`src/rtl/enq_ed_cmd_dispatch_if.sv`:
```
// Enqueue handshake between the dispatch stage and the queue manager.
//  master (dispatch): drives enq_valid, enq_qid, enq_len; receives enq_ack
//  slave  (queue manager): receives the offer; drives enq_ack
interface enq_ed_cmd_dispatch_if #(
  parameter int QID_NBITS = 5,
  parameter int LEN_NBITS = 14
);
  logic                 enq_valid;
  logic [QID_NBITS-1:0] enq_qid;
  logic [LEN_NBITS-1:0] enq_len;
  logic                 enq_ack;

  modport master (output enq_valid, enq_qid, enq_len, input enq_ack);
  modport slave  (input enq_valid, enq_qid, enq_len, output enq_ack);
endinterface

```
`src/rtl/enq_ed_cmd_dispatch.sv`:
```
// Consumer stage behind the enq_ed_cmd prefetch FIFO. Pops one command at a
// time, checks the per-queue occupancy against MAX_Q_DEPTH, then either drops
// it (counted, saturating) or offers it to the queue manager on valid/ack.
// Occupancy increments on issue and decrements on scheduler dequeue reports.
// Ports:
//  clk, rst              clock, synchronous active-high reset
//  fifo_empty/qid/len    FIFO head (valid while fifo_empty low)
//  fifo_rd               pop strobe (combinational, IDLE only)
//  deq_valid/deq_qid     dequeue report, decrements cnt[deq_qid]
//  enq (master)          enq_valid/enq_qid/enq_len offer, enq_ack accept
//  drop_pulse/drop_count one-cycle drop pulse, saturating drop total
//  dbg_qid/dbg_cnt       combinational occupancy read port
module enq_ed_cmd_dispatch #(
  parameter int QID_NBITS   = 5,
  parameter int LEN_NBITS   = 14,
  parameter int CNT_NBITS   = 10,
  parameter int MAX_Q_DEPTH = 512,
  parameter int DROP_NBITS  = 16
) (
  input  logic                   clk,
  input  logic                   rst,
  input  logic                   fifo_empty,
  input  logic [QID_NBITS-1:0]   fifo_qid,
  input  logic [LEN_NBITS-1:0]   fifo_len,
  output logic                   fifo_rd,
  input  logic                   deq_valid,
  input  logic [QID_NBITS-1:0]   deq_qid,
  enq_ed_cmd_dispatch_if.master  enq,
  output logic                   drop_pulse,
  output logic [DROP_NBITS-1:0]  drop_count,
  input  logic [QID_NBITS-1:0]   dbg_qid,
  output logic [CNT_NBITS-1:0]   dbg_cnt
);

  localparam int NUM_Q = 2**QID_NBITS;
  localparam logic [CNT_NBITS-1:0] MAX_CNT = CNT_NBITS'(MAX_Q_DEPTH);

  typedef enum logic [1:0] {IDLE, CHECK, ISSUE} state_t;

  state_t               state, state_nxt;
  logic [QID_NBITS-1:0] cmd_qid;
  logic [LEN_NBITS-1:0] cmd_len;
  logic [CNT_NBITS-1:0] cnt [NUM_Q];
  logic [CNT_NBITS-1:0] occ;
  logic                 over;
  logic                 issue_go;
  logic                 drop_go;
  logic [NUM_Q-1:0]     inc_vec;
  logic [NUM_Q-1:0]     dec_vec;

  // Occupancy of the held command, pre-update value of this cycle.
  always_comb begin
    occ  = cnt[cmd_qid];
    over = (occ >= MAX_CNT);
  end

  assign dbg_cnt = cnt[dbg_qid];

  // State register
  always_ff @(posedge clk) begin
    if (rst) state <= IDLE;
    else     state <= state_nxt;
  end

  // Next-state logic
  always_comb begin
    state_nxt = state;
    case (state)
      IDLE:    if (!fifo_empty) state_nxt = CHECK;
      CHECK:   state_nxt = over ? IDLE : ISSUE;
      ISSUE:   if (enq.enq_ack) state_nxt = IDLE;
      default: state_nxt = IDLE;
    endcase
  end

  // Output / decision logic
  always_comb begin
    fifo_rd  = (state == IDLE) && !fifo_empty;
    issue_go = (state == CHECK) && !over;
    drop_go  = (state == CHECK) && over;
  end

  // Command hold, offer registers and drop accounting
  always_ff @(posedge clk) begin
    if (rst) begin
      cmd_qid       <= '0;
      cmd_len       <= '0;
      enq.enq_valid <= 1'b0;
      enq.enq_qid   <= '0;
      enq.enq_len   <= '0;
      drop_pulse    <= 1'b0;
      drop_count    <= '0;
    end else begin
      if (fifo_rd) begin
        cmd_qid <= fifo_qid;
        cmd_len <= fifo_len;
      end
      drop_pulse <= drop_go;
      if (drop_go && (drop_count != '1)) drop_count <= drop_count + 1'b1;
      if (issue_go) begin
        enq.enq_valid <= 1'b1;
        enq.enq_qid   <= cmd_qid;
        enq.enq_len   <= cmd_len;
      end else if ((state == ISSUE) && enq.enq_ack) begin
        enq.enq_valid <= 1'b0;
      end
    end
  end

  always_comb begin
    inc_vec = '0;
    dec_vec = '0;
    for (int unsigned q = 0; q < NUM_Q; q++) begin
      inc_vec[q] = issue_go && (cmd_qid == QID_NBITS'(q));
      dec_vec[q] = deq_valid && (deq_qid == QID_NBITS'(q));
    end
  end

  // Simultaneous increment and decrement on one queue cancel; a decrement
  // of an empty queue is ignored.
  always_ff @(posedge clk) begin
    for (int unsigned q = 0; q < NUM_Q; q++) begin
      if (rst)
        cnt[q] <= '0;
      else if (inc_vec[q] && !dec_vec[q])
        cnt[q] <= cnt[q] + 1'b1;
      else if (dec_vec[q] && !inc_vec[q] && (cnt[q] != '0))
        cnt[q] <= cnt[q] - 1'b1;
    end
  end

endmodule

```
`src/flat_wrapper.sv`:
```
// flat-port wrapper written by rule: the top's interface ports become plain ports
module enq_ed_cmd_dispatch_flat 
#(
  parameter int QID_NBITS   = 5,
  parameter int LEN_NBITS   = 14,
  parameter int CNT_NBITS   = 10,
  parameter int MAX_Q_DEPTH = 512,
  parameter int DROP_NBITS  = 16
)
  (clk, rst, fifo_empty, fifo_qid, fifo_len, fifo_rd, deq_valid, deq_qid, drop_pulse, drop_count, dbg_qid, dbg_cnt, enq_enq_valid, enq_enq_qid, enq_enq_len, enq_enq_ack);
  enq_ed_cmd_dispatch_if #(.QID_NBITS(QID_NBITS), .LEN_NBITS(LEN_NBITS)) enq_i ();
  input  logic clk;
  input  logic rst;
  input  logic fifo_empty;
  input  logic [QID_NBITS-1:0] fifo_qid;
  input  logic [LEN_NBITS-1:0] fifo_len;
  output logic fifo_rd;
  input  logic deq_valid;
  input  logic [QID_NBITS-1:0] deq_qid;
  output logic drop_pulse;
  output logic [DROP_NBITS-1:0] drop_count;
  input  logic [QID_NBITS-1:0] dbg_qid;
  output logic [CNT_NBITS-1:0] dbg_cnt;
  output wire logic [$bits(enq_i.enq_valid)-1:0] enq_enq_valid;
  output wire logic [$bits(enq_i.enq_qid)-1:0] enq_enq_qid;
  output wire logic [$bits(enq_i.enq_len)-1:0] enq_enq_len;
  input wire logic [$bits(enq_i.enq_ack)-1:0] enq_enq_ack;
  assign enq_enq_valid = enq_i.enq_valid;
  assign enq_enq_qid = enq_i.enq_qid;
  assign enq_enq_len = enq_i.enq_len;
  assign enq_i.enq_ack = enq_enq_ack;
  enq_ed_cmd_dispatch #(.QID_NBITS(QID_NBITS), .LEN_NBITS(LEN_NBITS), .CNT_NBITS(CNT_NBITS), .MAX_Q_DEPTH(MAX_Q_DEPTH), .DROP_NBITS(DROP_NBITS)) u_core (.clk(clk), .rst(rst), .fifo_empty(fifo_empty), .fifo_qid(fifo_qid), .fifo_len(fifo_len), .fifo_rd(fifo_rd), .deq_valid(deq_valid), .deq_qid(deq_qid), .enq(enq_i), .drop_pulse(drop_pulse), .drop_count(drop_count), .dbg_qid(dbg_qid), .dbg_cnt(dbg_cnt));
endmodule
```
`config.mk`:
```
export PLATFORM = sky130hd
export DESIGN_NAME = enq_ed_cmd_dispatch_flat
export DESIGN_NICKNAME = d
export VERILOG_FILES = /design/src/rtl/enq_ed_cmd_dispatch_if.sv /design/src/rtl/enq_ed_cmd_dispatch.sv /design/src/flat_wrapper.sv
export SDC_FILE = /design/constraint.sdc
export NUM_CORES = 1
export LEC_CHECK = 0
export CAP_MARGIN = 5
export CORE_ASPECT_RATIO = 2
export CORE_MARGIN = 5
export CORE_UTILIZATION = 38
export DETAILED_ROUTE_END_ITERATION = 10
export HOLD_SLACK_MARGIN = 0.05
export PLACE_DENSITY = 0.61
export RECOVER_POWER = 25
export SLEW_MARGIN = 30
export SYNTH_ARGS = -nofsm -noshare
export SYNTH_HDL_FRONTEND = slang
export SYNTH_SLANG_ARGS = --single-unit
```
`constraint.sdc`:
```
create_clock -name clk -period 6 [get_ports clk]
set_clock_uncertainty 0.05 [all_clocks]
set_input_delay 1.2 -clock clk [delete_from_list [all_inputs] [get_ports clk]]
set_output_delay 1.2 -clock clk [all_outputs]
set_load 0.02 [all_outputs]
```
==> results.md <==
* ANT nets after route at 0
* Die Height at a little over 400 µm
* Fin Setup TNS at 0 ps
* Most crowded layer after global routing: met2
* Routing usage on met2 at 0.485
* TritonCTS buffer count at 42
* Core occupancy in the finished layout at 0.421
* Area overhead of the layout relative to synthesis at 10.4%
* Buffers inserted during post-CTS setup optimization at 0
* Post-DP Area at ~32000 µm²
* Power density normalized to cell area at approximately 210 nW/µm²
* Die outline area at about 85000 µm²
* Htree depth at 2
* Placer congestion estimate at approximately 1.0
* TritonCTS clock tree: done
* Iter 0 DRT Violations at between 2000 and 3000
* Port Buffer Count at between 80 and 90
* CP Launch Type: register
* Synthesized netlist net count at around 3500
* Internal Dissipation at between 4 and 5 mW
* Crit path arrival time at about 5700 ps
* Total global routing overflow at 0
* Overall die width at around 210 µm
* Top area cells in the synthesized netlist: sky130_fd_sc_hd__edfxtp_1 32%, sky130_fd_sc_hd__mux4_2 8.9%, sky130_fd_sc_hd__a21oi_1 5.8%
* Minimum clock period after layout at between 5000 and 6000 ps
* Sequential share of power at 0.481
* Vias post-DR at approximately 30000
* Post-route cell area at 33300 µm²
* Net total in the final layout at roughly 3500
* Initial core utilization at 0.381
* Register Area at ~11000 µm²
* Number of clock sinks seen by CTS at 383
* Worst-Margin Slew at ~2400 ps
* Number of synthesized register bits at between 300 and 400
* Initial antenna violation count at 16
* Portion of the post-synthesis area used by sequential elements at 0.360
* Reg clk slew, reported paths at roughly 70 ps
* Leakage power at 10.8 nW
* Synthesized area divided by synthesized cell count at around 8.8 µm²
* Switching component of the power at ~2.2 mW
* Top FF cell, synth: sky130_fd_sc_hd__edfxtp_1
* DR WL/cell at 28.5 µm
* # resized after CTS at 0
* Gate count of the mapped netlist at ~3400
* Required time of the critical path at 6320 ps
* Post-synthesis cell type with the largest combined area: sky130_fd_sc_hd__edfxtp_1
* Drt pass-1 iters at 6
* Total count of hold-check failures in the final report at 0
* Critical path class: reg -> reg
* Status: finished with violations
* Detailed-route wire length at between 100 and 150 mm
* Cell area after technology mapping at 30200 µm²
* Clk pwr share at 0.380
* CTS hold repair buffers at 0
* Most frequently used cell type in the post-synthesis netlist: sky130_fd_sc_hd__nand2_1
* Hpwl dp at ~95 mm
* Portion of synthesized cell area occupied by the leading cell type at 0.319
* Vias per std cell at approximately 6.7
* Global-route met1 utilization at 0.274
* Number of top-level design ports at between 80 and 90
* Unique cell type count in the Yosys netlist at 92
* Share of async-settable or async-resettable flops after synthesis at 0
* Detailed-route DRC error count at 0
* Pin count of the biggest net entering global routing at 54
* FILL cells at 7784
* HP Class: reg -> reg
* Fmax at around 190 MHz
* Share of power burned in combinational logic at 0.139
* Slowest cell on crit path: sky130_fd_sc_hd__clkbuf_1
* Final worst path period share at 0.894
* Min Hold Slack at approximately 400 ps
* Sw Ratio at 0.311
* Area inside the core boundary at around 79000 µm²
* Global-route wire length before repair at approximately 190 mm
* Slew Viols, Final at 37
* Num rows at between 100 and 150
* Clk Latency, worst-skew pair at 630 ps
* Commonest cells in the synthesized netlist: 418 x sky130_fd_sc_hd__nand2_1, 352 x sky130_fd_sc_hd__nor2_1, 347 x sky130_fd_sc_hd__a21oi_1
* Critical Path End Type: register
* Met3 layer usage reported by global route at 0.0703
* Number of enable flip-flop cells after synthesis at between 300 and 400
* Critical path's largest stage delay at 910 ps
* Finish-stage setup viols at 0
* Unrepaired setup endpoints after global routing: false
* Fraction of final layout cells with drive strength greater than 1 at 0.0973
* Number of warning messages in the yosys log at 0
* Cell at the root of the clock tree: sky130_fd_sc_hd__clkbuf_16
* Cells traversed along the worst timing path: clkbuf_1 -> mux2i_1 -> a22oi_1 -> nand3_1 -> nand4_4 -> nor4b_2 -> nor2_1 -> buf_4 -> ha_1 -> a21o_1 -> a21oi_1 -> o21bai_1 -> a2111o_1 -> a31o_2 -> a21oi_1 -> xnor2_1 -> mux2i_1
* Peak supply drop at between 0.2 and 0.25 mV
* Number of global-route vias before repair at 28428
* Largest driver fanout on the critical path at 19
* Area of the multi-input gates at 18000 µm²
* Worst slew margin at -0.598
* Maximum Capacitance Violations at 4
* Overall routing resource usage at 0.287
* Violated checks: max-capacitance violations, max-slew violations
* Maximum buffer depth of the clock tree at 3
[power by group through the flow]
stage | Combinational [mW] | Clock [mW] | Sequential, mW
after floorplan | 0.759 | 0 | 3.20
after global placement | 0.959 | 0 | 3.47
after detailed placement | 0.976 | 0 | 3.47
after CTS | 0.980 | 2.76 | 3.41
after global routing | 1.06 | 2.87 | 3.44
final | 0.996 | 2.72 | 3.44
[layout make-up]
cell class	instances	area share
Sequential cell	383	0.326
Timing Repair Buffer	153	0.0399
Multi-Input combinational cell	2677	0.541
Clock inverter	11	0.00180
Antenna cell	16	0.00120
Clock buffer	65	0.0392
Tap cell	1036	0.0389
Inverter	102	0.0115
[worst paths after layout]
check	end	depth (start not counted)	from	slack (ps)
worst max register to register	u_core.cnt[16][9]	17	register	640
worst min register to register	u_core.enq.enq_len[3]	2	u_core.cmd_len[3]	400
worst min-delay path	u_core.enq.enq_len[3]	2	u_core.cmd_len[3]	400
worst max-delay path	u_core.cnt[16][9]	17	register	640
[metal layers]
layer,wire (µm),vias up
li1,-,13033
met1,38700,14344
met2,61500,1653
met3,9780,596
met4,16800,6
met5,46,-
[registers in the layout (all words and copies together) (netlist names), named ones only]
name	cells
u_core.cmd_qid	5
u_core.state	2
u_core.enq.enq_valid	1
u_core.cmd_len	14
u_core.drop_count	16
u_core.enq.enq_qid	5
u_core.cnt	320
u_core.drop_pulse	1
u_core.enq.enq_len	14
[through the flow]
stage / total power [mW] / std cells / worst slack (ps)
final: 7.16 / 4443 / 639
after global routing: 7.37 / 4432 / 400
after CTS: 7.15 / 4426 / 850
after detailed placement: 4.44 / 4350 / 853
after global placement: 4.43 / 4349 / 894
after floorplan: 3.96 / 3417 / 1290
[critical path: cells and delay by family (launching register included)]
family,cells,cell delay (ps)
DFF,1,320
AOI/OAI and AO/OA,7,1510
and+or+nand+nor,4,1260
muxes,2,420
xor gates and xnor gates,1,160
buffers and inverters,2,1110
adders and majority gates,1,280
[layout by cell type, fill, tap and decap left out, types with 36 or more instances in the layout]
cell type,n
sky130_fd_sc_hd__a21oi_1,347
sky130_fd_sc_hd__a22oi_1,36
sky130_fd_sc_hd__nand2b_1,37
sky130_fd_sc_hd__edfxtp_1,320
sky130_fd_sc_hd__ha_1,71
sky130_fd_sc_hd__clkbuf_16,47
sky130_fd_sc_hd__mux4_2,119
sky130_fd_sc_hd__clkdlybuf4s50_1,40
sky130_fd_sc_hd__xor2_1,44
sky130_fd_sc_hd__nand3_1,164
sky130_fd_sc_hd__buf_4,61
sky130_fd_sc_hd__dlygate4sd3_1,38
sky130_fd_sc_hd__inv_1,101
sky130_fd_sc_hd__a221oi_1,61
sky130_fd_sc_hd__o21ai_0,126
sky130_fd_sc_hd__and3_1,67
sky130_fd_sc_hd__o22a_1,44
sky130_fd_sc_hd__nor3_1,103
sky130_fd_sc_hd__o22ai_1,55
sky130_fd_sc_hd__nand2_1,417
sky130_fd_sc_hd__dfxtp_1,63
sky130_fd_sc_hd__a211oi_1,46
sky130_fd_sc_hd__nor2_1,351
[cell families (layout without fill, tap and decap cells)]
logic type	Yosys count	after routing	synth area share
simple gates	1399	1399	0.223
compound gates	996	996	0.220
flops	383	383	0.360
buf+inv	357	331	0.0493
mux	151	151	0.0999
fa+ha+maj	72	72	0.0301
xor+xnor	59	59	0.0171
other cells	0	16	0
No activity file was read; power rests on OpenSTA's default activity.
